File: src/rtl/fetch_unit.sv
// fetch_unit
//   Fetch-stage front end. Owns the architectural PC, runs the instruction-bus
//   request/response handshake for it, and fills the F->D pipeline register.
//   Responses belonging to squashed fetches are dropped without touching F.
//
// Ports
//   clk, reset      clock and synchronous active-high reset
//   pc              current fetch PC, exported to the next-PC selector
//   pc_selected     next PC from the selector (pc+4 or a redirect target)
//   redirect        pipeline flush; pc_selected is a non-sequential target
//   stall           decode cannot accept; F must hold
//   ireq_valid      instruction-bus request valid
//   ireq_addr       request address (always equals pc)
//   iresp_data_ok   response valid (may coincide with the request cycle)
//   iresp_data      instruction word
//   f_valid/f_pc/f_instr  F pipeline register
//
// state     | meaning
// ----------+-------------------------------------------------------------
// S_REQ     | request for pc on the bus, waiting for / consuming response
// S_HOLD    | response parked in r_buf because decode stalled; no request
// S_DISCARD | squashed request still outstanding; target parked in r_pend

module fetch_unit #(
    parameter logic [63:0] RESET_PC = 64'h8000_0000
) (
    input  logic        clk,
    input  logic        reset,
    output logic [63:0] pc,
    input  logic [63:0] pc_selected,
    input  logic        redirect,
    input  logic        stall,
    output logic        ireq_valid,
    output logic [63:0] ireq_addr,
    input  logic        iresp_data_ok,
    input  logic [31:0] iresp_data,
    output logic        f_valid,
    output logic [63:0] f_pc,
    output logic [31:0] f_instr
);

    typedef enum logic [1:0] {
        S_REQ     = 2'd0,
        S_HOLD    = 2'd1,
        S_DISCARD = 2'd2
    } state_t;

    state_t      r_state;
    state_t      w_next_state;

    logic [63:0] r_pc;
    logic        r_f_valid;
    logic [63:0] r_f_pc;
    logic [31:0] r_f_instr;
    logic [31:0] r_buf;
    logic [63:0] r_pend_pc;

    logic        w_pc_load;
    logic [63:0] w_pc_next;
    logic        w_f_load;
    logic [31:0] w_f_word;
    logic        w_f_kill;
    logic        w_buf_load;
    logic        w_pend_load;

    // State register
    always_ff @(posedge clk) begin
        if (reset) begin
            r_state <= S_REQ;
        end else begin
            r_state <= w_next_state;
        end
    end

    // Next-state logic; redirect takes priority over stall everywhere
    always_comb begin
        w_next_state = r_state;
        case (r_state)
            S_REQ: begin
                if (iresp_data_ok) begin
                    if (!redirect && stall) begin
                        w_next_state = S_HOLD;
                    end
                end else if (redirect) begin
                    w_next_state = S_DISCARD;
                end
            end
            S_HOLD: begin
                if (redirect || !stall) begin
                    w_next_state = S_REQ;
                end
            end
            S_DISCARD: begin
                if (iresp_data_ok) begin
                    w_next_state = S_REQ;
                end
            end
            default: w_next_state = S_REQ;
        endcase
    end

    // Output / datapath-control logic
    always_comb begin
        ireq_valid  = !reset && (r_state != S_HOLD);
        ireq_addr   = r_pc;
        pc          = r_pc;
        f_valid     = r_f_valid;
        f_pc        = r_f_pc;
        f_instr     = r_f_instr;

        w_pc_load   = 1'b0;
        w_pc_next   = pc_selected;
        w_f_load    = 1'b0;
        w_f_word    = iresp_data;
        w_f_kill    = 1'b0;
        w_buf_load  = 1'b0;
        w_pend_load = 1'b0;

        case (r_state)
            S_REQ: begin
                if (iresp_data_ok) begin
                    if (redirect) begin
                        w_pc_load = 1'b1;
                        w_f_kill  = 1'b1;
                    end else if (!stall) begin
                        w_pc_load = 1'b1;
                        w_f_load  = 1'b1;
                    end else begin
                        w_buf_load = 1'b1;
                    end
                end else if (redirect) begin
                    // pc stays put so the outstanding bus address is stable
                    w_pend_load = 1'b1;
                    w_f_kill    = 1'b1;
                end else if (!stall) begin
                    w_f_kill = 1'b1;
                end
            end
            S_HOLD: begin
                if (redirect) begin
                    w_pc_load = 1'b1;
                    w_f_kill  = 1'b1;
                end else if (!stall) begin
                    w_pc_load = 1'b1;
                    w_f_load  = 1'b1;
                    w_f_word  = r_buf;
                end
            end
            S_DISCARD: begin
                w_f_kill = 1'b1;
                if (redirect) begin
                    w_pend_load = 1'b1;
                end
                if (iresp_data_ok) begin
                    w_pc_load = 1'b1;
                    // a redirect arriving with the response is newer than r_pend_pc
                    w_pc_next = redirect ? pc_selected : r_pend_pc;
                end
            end
            default: begin
                w_f_kill = 1'b1;
            end
        endcase
    end

    // Datapath registers
    always_ff @(posedge clk) begin
        if (reset) begin
            r_pc      <= RESET_PC;
            r_f_valid <= 1'b0;
            r_f_pc    <= 64'd0;
            r_f_instr <= 32'd0;
            r_buf     <= 32'd0;
            r_pend_pc <= 64'd0;
        end else begin
            if (w_pc_load) begin
                r_pc <= w_pc_next;
            end
            if (w_f_load) begin
                r_f_valid <= 1'b1;
                r_f_pc    <= r_pc;
                r_f_instr <= w_f_word;
            end else if (w_f_kill) begin
                r_f_valid <= 1'b0;
            end
            if (w_buf_load) begin
                r_buf <= iresp_data;
            end
            if (w_pend_load) begin
                r_pend_pc <= pc_selected;
            end
        end
    end

endmodule
File: config.mk
export PLATFORM = sky130hd
export DESIGN_NAME = fetch_unit
export DESIGN_NICKNAME = d
export VERILOG_FILES = /design/src/rtl/fetch_unit.sv
export SDC_FILE = /design/constraint.sdc
export NUM_CORES = 1
export LEC_CHECK = 0
export CAP_MARGIN = 40
export CELL_PAD_IN_SITES_DETAIL_PLACEMENT = 1
export CELL_PAD_IN_SITES_GLOBAL_PLACEMENT = 2
export CORE_ASPECT_RATIO = 0.9
export CORE_UTILIZATION = 31
export CTS_CLUSTER_DIAMETER = 40
export DETAILED_ROUTE_END_ITERATION = 8
export HOLD_SLACK_MARGIN = 0.05
export PLACE_DENSITY = 0.9
export REMOVE_ABC_BUFFERS = 1
export SLEW_MARGIN = 20
export SYNTH_ARGS = -nofsm -noshare
export SYNTH_HDL_FRONTEND = slang
export SYNTH_SLANG_ARGS = --single-unit
export TNS_END_PERCENT = 100
File: constraint.sdc
create_clock -name clk -period 3.25 [get_ports clk]
set_input_delay 0.65 -clock clk [delete_from_list [all_inputs] [get_ports clk]]
set_output_delay 0.65 -clock clk [all_outputs]
set_load 0.02 [all_outputs]
==> results.toml, run 1 <==
[status]
outcome = "finished clean"

[worst_setup_path]
startpoint_type = "flop"
required_ns = 2.60
path_class = "reg -> out"
cp_data_arrival_time_ns = 2.21
end_kind = "output pin"
cp_max_fo = 11

[clock_network]
cts_hold_buffers = 0
clk_pin_slew_worst_paths_ns = 0.05
cts_root_buffer = "clkbuf_16"
htreeDepth = 2
cts_resized = 0
cts_buffer_depth = 3
cts-buffers-inserted = 43
cts.sinks = 259
post_cts_buffers = 0
cts_tree = "done"
insertion_delay_ns = 0.54

[sta]
holdWs_ns = 0.475
slew_viol_final = 0
setup_viol = 0
relSlewSlack_pct = 49.6
final.min_clock_period_ns = 2.86
rsz0062_at_grt = "no"
worstMarginPinSlew_ns = 0.756
post-route-period-util_pct = 87.9
hold_violations = 0
clock_skew_ns = 0.0239
fmax_mhz = 350

[synthesis]
syn_inst = 1338
ys_ff_latch = 259
synthAdderAreaFrac_pct = 0
yosysTopAreaCellShare_pct = 43.6
synthTopCellsByArea = "dfxtp_1 (44%), a21oi_1 (8.1%), a311oi_2 (7.5%), o21ai_0 (6.8%), buf_4 (4.1%)"
synth_top_family_by_area = "compound AO/OA/AOI/OAI gates"
synth_top_area_cell = "dfxtp_1"
synth_compound_area_share_pct = 28.8
syn_area_um2 = 11900
avgSynthCellArea_um2 = 8.88
synthXorXnorAreaFrac_pct = 0
ys.warnings.count = 0
synth_ff_type = "dfxtp_1"
synthMuxAreaShare_pct = 2.70
yosysMostFrequentCell = "dfxtp_1"
netlist-cell-type-count = 35
yosys.area_share.simple_pct = 14.2
ys_seq_area_share_pct = 43.6
synthArstFlopShare_pct = 0
synth_edf_count = 0
synth_common_cells = "dfxtp_1 (259), a21oi_1 (193), o21ai_0 (161), nand2_1 (130), clkbuf_1 (115)"

[route]
drt_pass1_iterations = 4
drtIter0Drc = 612
ant_nets = 0
postRouteWirelength_um = 41400
dr_total_vias = 11213
viasPerCell = 5.52
drc = 0
wire_per_inst_um = 20.4

[power]
switching_share_pct = 26.7
combPwrFrac_pct = 14.9
power_switching_uw = 2590
intPower_uw = 7110
p_clk_share_pct = 49.1
leakage_uw = 0.00543
total_power_uw = 9700
p_seq_share_pct = 36.0
p_per_area_nw_per_um2 = 590
irDropWorstVdd_v = 0.000359

[finish]
drive_above_1_share_pct = 15.1
seq_area_um2 = 5180
final_cells = 2032
final_core_util_pct = 43.9
multiInputGateArea_um2 = 5490
syn2layout_area_growth_pct = 38.5
final_nets = 1617
fillers = 4215
n_antenna_cell = 0

[global_routing]
grtUsageMet2_pct = 33.8
grt_max_degree = 134
grt_usage_pct = 20.4
grt-busiest-layer = "met2"
grt_pass1_wl_um = 64700
grt_overflow = 0
antenna_found_initial = 2
use_met1_pct = 26.1
grt_pass1_vias = 11532
met3_usage_pct = 5.21

[die]
die_h_um = 188
core_um2 = 37500
die_x_um = 208
rows = 67
dieArea_um2 = 39100
num_io_pins = 327
start_util_pct = 31.7

[flow_run]
max_cap_viol_count = 0

[place]
gp_congestion = 0.757
dp_hpwl_um = 24900
dp.cells = 1954
placement.io_buffers = 326

[hold_path]
hp-class = "reg -> reg"
[worst paths after layout]
| check | slack (ns) | end | cells past startpoint | from |
|---|---|---|---|---|
| setup / recovery | 0.39 | ireq_valid | 3 | r_state[1] |
| hold / removal | 0.48 | f_pc[39] | 2 | f_pc[39] |
| setup reg to reg | 0.96 | ireq_addr[32] | 5 | r_state[1] |
| hold reg to reg | 0.48 | f_pc[39] | 2 | f_pc[39] |
[through the flow]
| step | setup slack (ns) | TNS (ns) | cell area (um2) |
|---|---|---|---|
| 4_1_cts | 0.371 | 0 | 16400 |
| 3_5_place_dp | 0.426 | 0 | 14900 |
| 6_report | 0.394 | 0 | 16400 |
| 2_1_floorplan | -0.807 | -118.97 | 10600 |
| 3_3_place_gp | 0.473 | 0 | 14900 |
| 5_1_grt | 0.304 | 0 | 16400 |
[metal layers]
metal	up-vias	part of all wire [%]
li1	5167	-
met1	5669	45
met2	310	47
met3	63	6.0
met4	4	1.9
met5	-	0.058
[power groups by stage]
| stage | registers (uW) | clock network, uW | logic, uW |
|---|---|---|---|
| floorplan | 3730 | 0 | 466 |
| global placement | 3550 | 0 | 1420 |
| detailed placement | 3550 | 0 | 1450 |
| CTS | 3490 | 4870 | 1460 |
| global route | 3510 | 5030 | 1540 |
| finish | 3490 | 4760 | 1450 |
[final cells by class]
class	count	area share, %
clock buffers	59	7.65
clock inverters	19	1.60
inverters	2	0.0456
multi-input cells	855	33.4
flip-flops and latches	259	31.5
well taps	483	3.67
repair buffers	355	22.1
[cells by family after synthesis]
| logic type | after synthesis |
|---|---|
| flops | 259 |
| buf+inv | 224 |
| simple gates | 309 |
| mux | 32 |
| compound gates | 514 |
[sequential cells by signal, summed over array words and instances, names as in the netlist]
| signal | count |
|---|---|
| f_pc | 64 |
| ireq_addr | 64 |
| r_pend_pc | 64 |
| f_instr | 32 |
| r_buf | 32 |
| r_state | 2 |
| f_valid | 1 |
[cell usage in the layout, fill, tap and decap left out, types with 6 or more instances in the layout]
cell               n
a311oi_2          59
a21oi_1          193
clkbuf_16         45
or3b_2            44
buf_4             17
dfxtp_1          259
clkbuf_8           8
clkinv_4           7
clkbuf_1           6
or3b_1            20
a211oi_1          19
clkdlybuf4s50_1  325
a31oi_1           63
o21ai_0          161
nand2_1          129
buf_12            11
mux2i_1           32
nand3_1           96
a211oi_2          13
[critical path, cell delays in order (launching register included)]
cell,delay (ns)
dfxtp_1,0.75
inv_1,0.10
a21oi_1,0.15
clkdlybuf4s50_1,0.67
Power figures use the tool's default switching activity.
==> run 2: changes to the inputs <==
CORE_MARGIN = 1.5   (was unset)
HOLD_SLACK_MARGIN = 0.03   (was 0.05)
==> run 2 against run 1 <==
  * Clock skew shrank 0.011 ns
  * Global-route usage grew 0.16 points
  * Critical path depth is the same
  * Total power grew 4.3%
  * Final cell count grew 0.44%
  * Via count shrank 0.33%
  * Critical path type unchanged
==> results.toml, run 2 (synthesized netlist as in run 1, its figures left out) <==
[status]
outcome = "finished clean"

[worst_setup_path]
end_kind = "output pin"
slowest_delay_ns = 0.72
required_ns = 2.60
cp_num_buf_inv = 2
critPathSlowestCell = "dfxtp_1"
path_class = "reg -> out"
cp_data_arrival_time_ns = 2.16
startpoint_type = "flop"
cp_max_fo = 11
cpLargestDelayFamily = "buffers and inverters"
worstPathCellList = "inv_1 -> a21oi_1 -> clkdlybuf4s50_1"

[sta]
clock_skew_ns = 0.0133
final.min_clock_period_ns = 2.81
rsz0062_at_grt = "no"
fin_tns_setup_ns = 0
fmax_mhz = 356
setup_viol = 0
holdWs_ns = 0.365
slew_viol_final = 0
post-route-period-util_pct = 86.5
relSlewSlack_pct = 49.3
worstMarginPinSlew_ns = 0.761
setup_ws_ns = 0.437
hold_violations = 0

[die]
start_util_pct = 31.7
rows = 67
dieArea_um2 = 39500
num_io_pins = 327
die_x_um = 209
core_um2 = 37500
die_h_um = 189

[global_routing]
grt_pass1_vias = 11497
grt_usage_pct = 20.6
grt_max_degree = 129
grt_overflow = 0
antenna_found_initial = 2
grt_pass1_wl_um = 65500

[route]
drt_pass1_iterations = 5
wire_per_inst_um = 20.6
ant_nets = 0
drtIter0Drc = 561
dr_total_vias = 11176
drc = 0
viasPerCell = 5.48
postRouteWirelength_um = 42100

[power]
irDropWorstVdd_v = 0.000391
total_power_uw = 10100
leakage_uw = 0.00551
p_per_area_nw_per_um2 = 609

[finish]
final_cell_mix = "clkdlybuf4s50_1 (325), dfxtp_1 (259), a21oi_1 (193), o21ai_0 (161), nand2_1 (129)"
drive_above_1_share_pct = 15.6
final_nets = 1621
fillers = 4218
fin_area_um2 = 16600
final_common_cell = "clkdlybuf4s50_1"
syn2layout_area_growth_pct = 39.9
multiInputGateArea_um2 = 5490
seq_area_um2 = 5180

[clock_network]
post_cts_buffers = 0
cts_hold_buffers = 0
htreeDepth = 2
cts_buffer_depth = 3
insertion_delay_ns = 0.55
clk_pin_slew_worst_paths_ns = 0.05
cts_root_buffer = "clkbuf_16"
cts-buffers-inserted = 47
cts_tree = "done"
cts_resized = 0
cts.sinks = 259

[place]
dpl_cell_area_um2 = 14900
pre_cts_slack_ns = 0.522
gp_congestion = 0.768
dp_hpwl_um = 24900
placement.io_buffers = 326

[hold_path]
hp-class = "in -> reg"

[flow_run]
max_cap_viol_count = 0
run 2: final cells by class:
class	count	share of cell area (%)
Antenna cell	2	0.0301
Timing Repair Buffer	355	22.1
Multi-Input combinational cell	855	33.0
Inverter	2	0.0452
Sequential cell	259	31.2
Clock buffer	61	8.00
Clock inverter	24	2.02
Tap cell	483	3.64
run 2: final timing paths:
path,start,endpoint,slack (ns),cells past startpoint
worst max-delay path,r_state[1],ireq_valid,0.44,3
worst min-delay path,reset,r_buf[14],0.36,2
worst max register to register,r_state[1],ireq_addr[46],1.12,4
worst min register to register,f_pc[41],f_pc[41],0.47,2
run 2: metrics by stage:
stage	cells	utilization [%]
floorplan	1116	-
global placement	1952	39.8
detailed placement	1953	39.9
CTS	2038	44.3
global route	2040	44.4
finish	2041	44.4
run 2: where the power goes:
part | internal, uW | leakage [uW] | total [uW] | switching [uW]
clock network | 3440 | 0.000815 | 5170 | 1730
logic | 647 | 0.00257 | 1450 | 804
registers | 3350 | 0.00212 | 3500 | 150
total | 7430 | 0.00551 | 10100 | 2680
run 2: worst register-to-register path: cells and delay by family (launching register included):
family / cells / cell delay (ns)
buf+inv: 1 / 0.46
compound gates: 2 / 0.53
simple gates: 1 / 0.32
flops: 1 / 0.72
run 2: layer usage:
layer  routed length, um  track usage (%)  vias to the layer above
met5                  13                0                        -
met4                 678             5.10                        2
met3                2560             4.95                       51
met2               20100             34.7                      313
met1               18700             26.4                     5624
li1                    -                -                     5186
==> run 3: changes to the inputs <==
CTS_CLUSTER_DIAMETER = 60   (was 40)
==> run 3 against run 2 <==
  * Routed wire length shrank 2.5%
  * Final cell count shrank 1.6%
  * Register-to-register slack is essentially flat
  * Cell area shrank 3.9%
  * Flip-flop and latch count is the same
==> results.toml, run 3 (synthesized netlist as in run 1, its figures left out) <==
[place]
placement.io_buffers = 326
dp.cells = 1953
gp_congestion = 0.768
pre_cts_slack_ns = 0.522
dp_hpwl_um = 24900

[sta]
fin_tns_setup_ns = 0
worstMarginPinSlew_ns = 0.874
setup_viol = 0
relSlewSlack_pct = 41.7
fmax_mhz = 354
rsz0062_at_grt = "no"
clock_skew_ns = 0.0235
final.min_clock_period_ns = 2.83
slew_viol_final = 0
post-route-period-util_pct = 87.0
setup_ws_ns = 0.424
hold_violations = 0

[die]
core_um2 = 37500
dieArea_um2 = 39500
start_util_pct = 31.7
die_x_um = 209
num_io_pins = 327
die_h_um = 189
rows = 67

[worst_setup_path]
worstPathCellList = "inv_1 -> a21oi_1 -> clkdlybuf4s50_1"
end_kind = "output pin"
cp_num_buf_inv = 2
cpLargestDelayFamily = "buffers and inverters"
path_class = "reg -> out"
rrSetupSlack_ns = 1.13
slowest_delay_ns = 0.72
required_ns = 2.60
cp_max_fo = 11
critPathSlowestCell = "dfxtp_1"
startpoint_type = "flop"
timing.rr.start = "r_state[1]"
r2r_cells = 4
cp_data_arrival_time_ns = 2.18
r2r_end = "ireq_addr[9]"

[finish]
multiInputGateArea_um2 = 5490
final_nets = 1604
seq_area_um2 = 5180
syn2layout_area_growth_pct = 34.4
fillers = 4266
final_cell_mix = "clkdlybuf4s50_1 (325), dfxtp_1 (259), a21oi_1 (193), o21ai_0 (161), nand2_1 (129)"
final_common_cell = "clkdlybuf4s50_1"
drive_above_1_share_pct = 13.6
final_cells = 2009

[route]
wire_per_inst_um = 20.4
drc = 0
dr_total_vias = 11008
ant_nets = 0
postRouteWirelength_um = 41000
viasPerCell = 5.48
drt_pass1_iterations = 5
drtIter0Drc = 540

[hold_path]
hp-class = "in -> reg"
min_path_cells = 2
min_to = "f_instr[9]"
min-delay-start = "reset"

[clock_network]
cts_buffer_depth = 3
cts_root_buffer = "clkbuf_16"
htreeDepth = 1
clk_pin_slew_worst_paths_ns = 0.06
cts_tree = "done"
insertion_delay_ns = 0.56
cts_hold_buffers = 0
post_cts_buffers = 0
cts.sinks = 259
cts_resized = 0
cts-buffers-inserted = 31

[global_routing]
grt_pass1_vias = 11336
grt_overflow = 0
grt_pass1_wl_um = 64100
antenna_found_initial = 1
grt_usage_pct = 20.1
grt_max_degree = 129

[power]
total_power_uw = 8510
p_per_area_nw_per_um2 = 533
leakage_uw = 0.00519
irDropWorstVdd_v = 0.000332

[flow_run]
max_cap_viol_count = 0

[status]
outcome = "finished clean"
[run 3: cell types whose count changed in the layout (fill, tap and decap cells not counted), sizes merged]
cell	previous run	this run
clkbuf	61	44
clkinv	11	6
bufinv	7	4
clkinvlp	3	0
inv	5	3
buf	30	29
diode	2	1
[run 3: cell type report]
| class | instances | area share [%] |
|---|---|---|
| flip-flops and latches | 259 | 32.5 |
| multi-input cells | 855 | 34.4 |
| diodes | 1 | 0.0157 |
| repair buffers | 354 | 22.8 |
| clock inverters | 11 | 1.02 |
| inverters | 2 | 0.0470 |
| well taps | 483 | 3.78 |
| clock buffers | 44 | 5.48 |
[run 3: worst max-delay path by stage]
| stage | start | to | slack (ns) | depth (start not counted) |
|---|---|---|---|---|
| 6_report | r_state[1] | ireq_valid | 0.42 | 3 |
| 5_1_grt | r_state[1] | ireq_valid | 0.27 | 3 |
| 4_1_cts | r_state[1] | ireq_valid | 0.37 | 3 |
| 3_5_place_dp | iresp_data_ok | ireq_addr[9] | 0.52 | 5 |
| 3_3_place_gp | redirect | ireq_addr[9] | 0.59 | 5 |
| 2_1_floorplan | iresp_data_ok | r_pend_pc[0] | -0.81 | 3 |
[run 3: layer usage]
metal	global-route usage (%)	wire, um	vias to the layer above
met2	33.8	19300	304
met5	0	20	-
met3	4.62	2410	53
li1	-	-	5122
met4	4.71	824	4
met1	25.9	18400	5525
[run 3: through the flow]
step           area (um2)  util [%]  hold WS [ns]
2_1_floorplan       10600         -         0.447
3_3_place_gp        14900      39.8         0.459
3_5_place_dp        14900      39.9         0.468
4_1_cts             16000      42.6         0.312
5_1_grt             16000      42.6         0.322
6_report            16000      42.6         0.348
[run 3: power breakdown]
part | switching (uW) | leakage (uW) | internal [uW]
combinational | 800 | 0.00256 | 647
sequential | 149 | 0.00212 | 3340
clock | 1390 | 0.000512 | 2180
[run 3: worst reg2reg max path, stage by stage (launching register included)]
cell       delay [ns]
dfxtp_1          0.72
nand4bb_4        0.58
buf_4            0.44
nand2_1          0.12
a311oi_2         0.09
